$ cat src/rtl/dcache_pkg.sv
// Shared types and lane helpers for the direct-mapped write-through data cache.
// Encodings for load/store size, FSM states, store lane payload and lane functions.
package dcache_pkg;

  localparam int unsigned WORD_BITS = 32;
  localparam int unsigned LANES     = WORD_BITS / 8;

  localparam logic [1:0] DT_WORD = 2'b00;
  localparam logic [1:0] DT_BYTE = 2'b01;
  localparam logic [1:0] DT_HALF = 2'b10;

  typedef enum logic [1:0] {
    S_IDLE  = 2'd0,
    S_FILL  = 2'd1,
    S_WRITE = 2'd2
  } state_t;

  // Lane-positioned store payload as presented to the memory port.
  typedef struct packed {
    logic [WORD_BITS-1:0] data;
    logic [LANES-1:0]     strb;
  } store_t;

  // Misaligned half/word accesses are aligned down by ignoring the low bits.
  function automatic logic [LANES-1:0] strobe(input logic [1:0] dt, input logic [1:0] boff);
    case (dt)
      DT_BYTE: return 4'b0001 << boff;
      DT_HALF: return 4'b0011 << {boff[1], 1'b0};
      default: return 4'b1111;
    endcase
  endfunction

  function automatic logic [WORD_BITS-1:0] extract(input logic [WORD_BITS-1:0] word,
                                                   input logic [1:0] dt,
                                                   input logic [1:0] boff);
    logic [WORD_BITS-1:0] sh;
    case (dt)
      DT_BYTE: begin
        sh = word >> {boff, 3'b000};
        return {24'h0, sh[7:0]};
      end
      DT_HALF: begin
        sh = word >> {boff[1], 4'h0};
        return {16'h0, sh[15:0]};
      end
      default: return word;
    endcase
  endfunction

  function automatic store_t place(input logic [WORD_BITS-1:0] wd,
                                   input logic [1:0] dt,
                                   input logic [1:0] boff);
    store_t s;
    s.strb = strobe(dt, boff);
    case (dt)
      DT_BYTE: s.data = {24'h0, wd[7:0]} << {boff, 3'b000};
      DT_HALF: s.data = {16'h0, wd[15:0]} << {boff[1], 4'h0};
      default: s.data = wd;
    endcase
    return s;
  endfunction

endpackage

$ cat src/rtl/dcache_dm_if.sv
// CPU load/store port and word-wide memory port of the data cache.
// slave is the cache's view; master is the view of the core plus memory around it.
interface dcache_dm_if #(
  parameter int unsigned ADDR_WIDTH = 32,
  parameter int unsigned DATA_WIDTH = 32
);
  logic [ADDR_WIDTH-1:0]   A;
  logic                    RE;
  logic                    WE;
  logic [DATA_WIDTH-1:0]   WD;
  logic [1:0]              dataType;
  logic [DATA_WIDTH-1:0]   RD;
  logic                    stall;
  logic                    mem_req;
  logic                    mem_we;
  logic [ADDR_WIDTH-1:0]   mem_addr;
  logic [DATA_WIDTH-1:0]   mem_wdata;
  logic [DATA_WIDTH/8-1:0] mem_wstrb;
  logic                    mem_ready;
  logic                    mem_rvalid;
  logic [DATA_WIDTH-1:0]   mem_rdata;

  modport slave (
    input  A, RE, WE, WD, dataType, mem_ready, mem_rvalid, mem_rdata,
    output RD, stall, mem_req, mem_we, mem_addr, mem_wdata, mem_wstrb
  );

  modport master (
    output A, RE, WE, WD, dataType, mem_ready, mem_rvalid, mem_rdata,
    input  RD, stall, mem_req, mem_we, mem_addr, mem_wdata, mem_wstrb
  );
endinterface

$ cat src/rtl/dcache_lane_sel.sv
// Byte/half lane selection: zero-extended load data and lane-positioned store data/strobes.
module dcache_lane_sel
  import dcache_pkg::*;
(
  input  logic [WORD_BITS-1:0] word,
  input  logic [WORD_BITS-1:0] wd,
  input  logic [1:0]           dt,
  input  logic [1:0]           boff,
  output logic [WORD_BITS-1:0] load_c,
  output store_t               store_c
);
  assign load_c  = extract(word, dt, boff);
  assign store_c = place(wd, dt, boff);
endmodule

$ cat src/rtl/dcache_dm.sv
// Direct-mapped, multi-word-block, write-through/no-write-allocate data cache.
// Optional DCACHE_DM_STATS_EN adds saturating hit_count/miss_count outputs.
module dcache_dm
  import dcache_pkg::*;
#(
  parameter int unsigned ADDR_WIDTH  = 32,
  parameter int unsigned DATA_WIDTH  = 32,
  parameter int unsigned INDEX_BITS  = 4,
  parameter int unsigned OFFSET_BITS = 2
) (
  input  logic clk,
  input  logic rst,
  dcache_dm_if.slave bus
`ifdef DCACHE_DM_STATS_EN
  ,
  output logic [31:0] hit_count,
  output logic [31:0] miss_count
`endif
);
  localparam int unsigned TAG_BITS = ADDR_WIDTH - INDEX_BITS - OFFSET_BITS - 2;
  localparam int unsigned IDX_LSB  = OFFSET_BITS + 2;
  localparam int unsigned TAG_LSB  = IDX_LSB + INDEX_BITS;
  localparam int unsigned SETS     = 1 << INDEX_BITS;
  localparam int unsigned WORDS    = 1 << OFFSET_BITS;
  localparam int unsigned NLANES   = DATA_WIDTH / 8;

  logic [TAG_BITS-1:0]    tag;
  logic [INDEX_BITS-1:0]  idx;
  logic [OFFSET_BITS-1:0] woff;

  logic [SETS-1:0]        valid;
  logic [TAG_BITS-1:0]    tags [SETS];
  logic [DATA_WIDTH-1:0]  data [SETS][WORDS];

  state_t                 state;
  logic [OFFSET_BITS-1:0] k;
  logic                   wait_rv;
  logic                   replay;

  logic                   hit;
  logic [DATA_WIDTH-1:0]  cached_word;
  logic [DATA_WIDTH-1:0]  merged;
  logic [DATA_WIDTH-1:0]  load_c;
  store_t                 store_c;
  logic                   fill_we;
  logic                   store_we;

  assign tag  = bus.A[ADDR_WIDTH-1:TAG_LSB];
  assign idx  = bus.A[TAG_LSB-1:IDX_LSB];
  assign woff = bus.A[IDX_LSB-1:2];

  assign hit         = valid[idx] && (tags[idx] == tag);
  assign cached_word = data[idx][woff];

  dcache_lane_sel u_lane_sel (
    .word    (cached_word),
    .wd      (bus.WD),
    .dt      (bus.dataType),
    .boff    (bus.A[1:0]),
    .load_c  (load_c),
    .store_c (store_c)
  );

  // replay marks the IDLE cycle that completes the request just serviced by FILL/WRITE.
  assign bus.RD    = (state == S_IDLE && bus.RE && !bus.WE && hit) ? load_c : '0;
  assign bus.stall = (state != S_IDLE) || (bus.WE && !replay) || (bus.RE && !bus.WE && !hit);

  always_comb begin
    merged = cached_word;
    for (int i = 0; i < NLANES; i++) begin
      if (bus.mem_wstrb[i]) merged[8*i +: 8] = bus.mem_wdata[8*i +: 8];
    end
  end

  assign fill_we  = (state == S_FILL) && wait_rv && bus.mem_rvalid && !rst;
  assign store_we = (state == S_WRITE) && bus.mem_ready && hit && !rst;

  always_ff @(posedge clk) begin
    if (fill_we) begin
      data[idx][k] <= bus.mem_rdata;
      tags[idx]    <= tag;
    end else if (store_we) begin
      data[idx][woff] <= merged;
    end
  end

  always_ff @(posedge clk) begin
    if (rst) begin
      state         <= S_IDLE;
      k             <= '0;
      wait_rv       <= 1'b0;
      replay        <= 1'b0;
      valid         <= '0;
      bus.mem_req   <= 1'b0;
      bus.mem_we    <= 1'b0;
      bus.mem_addr  <= '0;
      bus.mem_wdata <= '0;
      bus.mem_wstrb <= '0;
    end else begin
      replay <= 1'b0;
      unique case (state)
        S_IDLE: begin
          if (bus.WE && !replay) begin
            state         <= S_WRITE;
            bus.mem_req   <= 1'b1;
            bus.mem_we    <= 1'b1;
            bus.mem_addr  <= {bus.A[ADDR_WIDTH-1:2], 2'b00};
            bus.mem_wdata <= store_c.data;
            bus.mem_wstrb <= store_c.strb;
          end else if (bus.RE && !bus.WE && !hit) begin
            state        <= S_FILL;
            k            <= '0;
            wait_rv      <= 1'b0;
            valid[idx]   <= 1'b0;
            bus.mem_req  <= 1'b1;
            bus.mem_we   <= 1'b0;
            bus.mem_addr <= {bus.A[ADDR_WIDTH-1:IDX_LSB], {OFFSET_BITS{1'b0}}, 2'b00};
          end
        end
        S_FILL: begin
          if (!wait_rv) begin
            if (bus.mem_ready) begin
              bus.mem_req <= 1'b0;
              wait_rv     <= 1'b1;
            end
          end else if (bus.mem_rvalid) begin
            wait_rv <= 1'b0;
            if (k == OFFSET_BITS'(WORDS - 1)) begin
              valid[idx] <= 1'b1;
              k          <= '0;
              replay     <= 1'b1;
              state      <= S_IDLE;
            end else begin
              k            <= OFFSET_BITS'(k + 1'b1);
              bus.mem_req  <= 1'b1;
              bus.mem_addr <= {bus.A[ADDR_WIDTH-1:IDX_LSB], OFFSET_BITS'(k + 1'b1), 2'b00};
            end
          end
        end
        S_WRITE: begin
          if (bus.mem_ready) begin
            bus.mem_req <= 1'b0;
            bus.mem_we  <= 1'b0;
            replay      <= 1'b1;
            state       <= S_IDLE;
          end
        end
        default: state <= S_IDLE;
      endcase
    end
  end

`ifdef DCACHE_DM_STATS_EN
  logic hit_evt;
  logic miss_evt;

  assign hit_evt  = (state == S_IDLE) && bus.RE && !bus.WE && hit && !replay;
  assign miss_evt = (state == S_IDLE) && bus.RE && !bus.WE && !hit;

  always_ff @(posedge clk) begin
    if (rst) begin
      hit_count  <= '0;
      miss_count <= '0;
    end else begin
      if (hit_evt && hit_count != '1) hit_count <= hit_count + 32'd1;
      if (miss_evt && miss_count != '1) miss_count <= miss_count + 32'd1;
    end
  end
`endif

endmodule

$ cat src/flat_wrapper.sv
// flat-port wrapper written by rule: the top's interface ports become plain ports
module dcache_dm_flat import dcache_pkg::*;
#(
  parameter int unsigned ADDR_WIDTH  = 32,
  parameter int unsigned DATA_WIDTH  = 32,
  parameter int unsigned INDEX_BITS  = 4,
  parameter int unsigned OFFSET_BITS = 2
)
  (clk, rst, bus_A, bus_RE, bus_WE, bus_WD, bus_dataType, bus_mem_ready, bus_mem_rvalid, bus_mem_rdata, bus_RD, bus_stall, bus_mem_req, bus_mem_we, bus_mem_addr, bus_mem_wdata, bus_mem_wstrb);
  dcache_dm_if #(.ADDR_WIDTH(ADDR_WIDTH), .DATA_WIDTH(DATA_WIDTH)) bus_i ();
  input  logic clk;
  input  logic rst;
  input wire logic [$bits(bus_i.A)-1:0] bus_A;
  input wire logic [$bits(bus_i.RE)-1:0] bus_RE;
  input wire logic [$bits(bus_i.WE)-1:0] bus_WE;
  input wire logic [$bits(bus_i.WD)-1:0] bus_WD;
  input wire logic [$bits(bus_i.dataType)-1:0] bus_dataType;
  input wire logic [$bits(bus_i.mem_ready)-1:0] bus_mem_ready;
  input wire logic [$bits(bus_i.mem_rvalid)-1:0] bus_mem_rvalid;
  input wire logic [$bits(bus_i.mem_rdata)-1:0] bus_mem_rdata;
  output wire logic [$bits(bus_i.RD)-1:0] bus_RD;
  output wire logic [$bits(bus_i.stall)-1:0] bus_stall;
  output wire logic [$bits(bus_i.mem_req)-1:0] bus_mem_req;
  output wire logic [$bits(bus_i.mem_we)-1:0] bus_mem_we;
  output wire logic [$bits(bus_i.mem_addr)-1:0] bus_mem_addr;
  output wire logic [$bits(bus_i.mem_wdata)-1:0] bus_mem_wdata;
  output wire logic [$bits(bus_i.mem_wstrb)-1:0] bus_mem_wstrb;
  assign bus_i.A = bus_A;
  assign bus_i.RE = bus_RE;
  assign bus_i.WE = bus_WE;
  assign bus_i.WD = bus_WD;
  assign bus_i.dataType = bus_dataType;
  assign bus_i.mem_ready = bus_mem_ready;
  assign bus_i.mem_rvalid = bus_mem_rvalid;
  assign bus_i.mem_rdata = bus_mem_rdata;
  assign bus_RD = bus_i.RD;
  assign bus_stall = bus_i.stall;
  assign bus_mem_req = bus_i.mem_req;
  assign bus_mem_we = bus_i.mem_we;
  assign bus_mem_addr = bus_i.mem_addr;
  assign bus_mem_wdata = bus_i.mem_wdata;
  assign bus_mem_wstrb = bus_i.mem_wstrb;
  dcache_dm #(.ADDR_WIDTH(ADDR_WIDTH), .DATA_WIDTH(DATA_WIDTH), .INDEX_BITS(INDEX_BITS), .OFFSET_BITS(OFFSET_BITS)) u_core (.clk(clk), .rst(rst), .bus(bus_i));
endmodule
$ cat config.mk
export PLATFORM = sky130hd
export DESIGN_NAME = dcache_dm_flat
export DESIGN_NICKNAME = d
export VERILOG_FILES = /design/src/rtl/dcache_pkg.sv /design/src/rtl/dcache_dm_if.sv /design/src/rtl/dcache_lane_sel.sv /design/src/rtl/dcache_dm.sv /design/src/flat_wrapper.sv
export SDC_FILE = /design/constraint.sdc
export NUM_CORES = 2
export LEC_CHECK = 0
export BUFFER_PORTS_ARGS = -buffer_cell sky130_fd_sc_hd__buf_2
export CELL_PAD_IN_SITES_DETAIL_PLACEMENT = 1
export CELL_PAD_IN_SITES_GLOBAL_PLACEMENT = 1
export CORE_ASPECT_RATIO = 1.25
export CORE_UTILIZATION = 39
export DETAILED_ROUTE_END_ITERATION = 10
export GPL_TIMING_DRIVEN = 0
export HOLD_SLACK_MARGIN = 0.05
export MAX_ROUTING_LAYER = met4
export PLACE_DENSITY_LB_ADDON = 0.1
export SYNTH_ARGS = -nofsm -noshare
export SYNTH_HDL_FRONTEND = slang
export SYNTH_SLANG_ARGS = --single-unit
export TNS_END_PERCENT = 10
$ cat constraint.sdc
create_clock -name clk -period 7.2 [get_ports clk]
set_input_delay 0.36 -clock clk [delete_from_list [all_inputs] [get_ports clk]]
set_output_delay 0.36 -clock clk [all_outputs]
set_load 0.005 [all_outputs]
==> out/metrics.cfg <==
[yosys]
synth-seq-cells=2522
async_reset_ff_share_pct=0
ys_warn_count=0
synth_area_leader_cell=edfxtp_1
yosys-top-cells-area=edfxtp_1 (73%), mux4_2 (17%), mux2_2 (1.8%)
avgSynthCellArea_um2=22.2
yosys_most_used_dff=edfxtp_1
synth_area_um2=100000
syn-instance-count=4507
ys_seq_area_share_pct=74.8
synth-edff-count=2432
netlist.area_leader.share_pct=73.0
synth_cell_type_count=74

[final_layout]
final_area_um2=118000
syn2layout_area_growth_pct=17.6
final_common_cell=edfxtp_1
final_cell_mix=edfxtp_1 (2432), mux4_2 (747), buf_2 (299), clkbuf_16 (278), mux2_2 (161)
post-route-util_pct=46.2
drive_above_1_share_pct=34.4
nNetsFinal=5281

[route]
vias=52910
viasPerCell=6.06
dr.pass1.iters=9
route.detailed.drc=0
drt_iter0_drc=5563
final_antenna_net_count=0
totalWireLength_mm=358
wire_per_inst_um=41.0

[sta]
rsz0062_at_grt=no
setup_viol=0
worst_clock_skew_ps=55.3
slew_headroom_pct=-1.64
max_freq_mhz=144
finalCritPeriodShare_pct=96.4
fin_crit_ps=6940
finalHoldViolations=0
final_max_slew_viol_count=11
worst_slew_pin_slew_ps=1520
post-route-worst-setup-slack_ps=257

[cts]
insertion_delay_ps=870
clk_path_buf_depth=4
clk_pin_slew_ps=60
cts_resized=0
clock-root-buffer=clkbuf_16
cts_tree=built
cts.sinks=2522
cts_setup_buffers=0
htreeDepth=5
numCtsBuffers=271

[global_route]
grt_antenna_before_repair=23
grt_pass1_vias=54385
grt_usage_pct=28.5
met2_usage_pct=47.1
grt_use_met1_pct=36.4
overflow=0
grt_max_degree=25
grt_first_pass_wirelength_mm=479
globalRouteMet3Util_pct=3.63
top_usage_layer=met2

[critical_path]
start_kind=primary input
path_class=in -> out
crit_arrival_ps=6580
path_max_fanout=10
r2r-start=u_core.tags[6][22]
startpoint=bus_A[6]
crit_path_end_kind=output port
required_ps=6840

[run_status]
violations=capacitance limit, slew limit
status=complete, but fails checks

[placed_design]
gp_congestion=0.849
post_dp_cell_area_um2=109000
dp_hpwl_mm=251
dp_slack_ps=-782
io_buffers=199

[power]
p_seq_share_pct=50.5
cellPowerDensity_nw_per_um2=272
p_int_mw=24.7
switchingPower_mw=7.32
clock_power_share_pct=42.7
p_sw_share_pct=22.9
ir_worst_vdd_uv=217
comb_power_share_pct=6.8
power_leakage_nw=37.2

[min_path]
min_from=bus_mem_rdata[31]
hold_class=in -> reg

[die]
rows=207
dieArea_um2=259000
die_h_um=568
pin_count=207
initial_utilization_pct=39.3
die_width_um=455
core_um2=255000

[job]
drv_cap=1

[per-stage QoR]
stage	std cells	power, mW	setup TNS (ps)	hold WS [ps]
after floorplan	4508	17.6	0	446
after global placement	8051	18.6	-6569340	461
after CTS	8707	32.2	0	56.4
after global routing	8725	32.7	0	99.7
final	8730	32.0	0	104
after detailed placement	8180	18.6	-357580	471
[worst max-delay path, stage by stage]
cell and delay (ps):
clkbuf_1 560, clkbuf_1 850, buf_1 900, clkbuf_2 730, clkbuf_1 1060, mux4_2 580, mux4_2 630, a22o_1 250
a222oi_1 310, nor2_1 140, buf_2 160
[cells by family after synthesis]
group,after synthesis,synth area share [%]
other,1,0.00375
AND/OR/NAND/NOR,388,1.95
buffers and inverters,292,1.44
AO/OA/AOI/OAI,254,1.82
flip-flops,2522,74.8
adder cells (fa/ha/maj),9,0.112
multiplexers,1014,19.7
XOR/XNOR,27,0.236
[per-layer routing]
layer  vias up  share of wire, %
met1     29791                40
met2      2084                51
met4         0               3.6
met5         -                 0
met3       516               5.7
li1      20519                 -
[path summary, 6_finish.rpt]
check | end | slack (ps) | cells after the start
min | u_core.data[4][31] | 100 | 2
max reg2reg | u_core.data[9][14] | 520 | 12
max | bus_RD[3] | 260 | 11
min reg2reg | flip-flop | 480 | 2
[layout make-up]
cell class / instances / area (um^2)
Clock buffer: 350 / 7310
Multi-Input combinational cell: 1694 / 24400
Tap cell: 3344 / 4180
Timing Repair Buffer: 387 / 4360
Buffer: 265 / 1350
Antenna cell: 22 / 55.1
Sequential cell: 2522 / 74800
Clock inverter: 119 / 1100
Inverter: 27 / 101
Fill cell: 23112 / 137000
[repair_timing]
action,in CTS,in global routing
hold buffers,58,0
setup endpoints to repair,0,0
hold endpoints to repair,408,0
[power groups by stage]
| stage | sequential (mW) | combinational, mW | clock, mW |
|---|---|---|---|
| floorplan | 16.5 | 1.14 | 0 |
| global placement | 16.5 | 2.12 | 0 |
| detailed placement | 16.5 | 2.16 | 0 |
| CTS | 16.2 | 2.19 | 13.9 |
| global route | 16.2 | 2.25 | 14.3 |
| finish | 16.2 | 2.18 | 13.7 |
[registers in the layout, indices dropped and copies added, names as in the netlist, named ones only]
name                  count
u_core.replay             1
u_core.tags             384
u_core.wait_rv            1
u_core.bus.mem_addr      30
u_core.bus.mem_we         1
u_core.bus.mem_req        1
u_core.k                  2
u_core.state              2
u_core.data            2048
u_core.bus.mem_wstrb      4
u_core.bus.mem_wdata     32
[synthesized netlist by cell type, types with 22 or more instances]
| master | number |
|---|---|
| nand2_1 | 61 |
| clkbuf_1 | 98 |
| buf_4 | 30 |
| nor2b_1 | 29 |
| nand2b_1 | 28 |
| a21oi_1 | 61 |
| mux2i_1 | 106 |
| mux4_2 | 747 |
| edfxtp_1 | 2432 |
| o21ai_0 | 38 |
| inv_1 | 24 |
| nor2_1 | 146 |
| mux2_2 | 161 |
| a22oi_1 | 22 |
| nand3_1 | 22 |
| nor3_1 | 32 |
| dfxtp_1 | 90 |
| or3_1 | 29 |
| buf_1 | 23 |
| buf_2 | 99 |
Note: power is estimated with default switching activity, not from simulation.
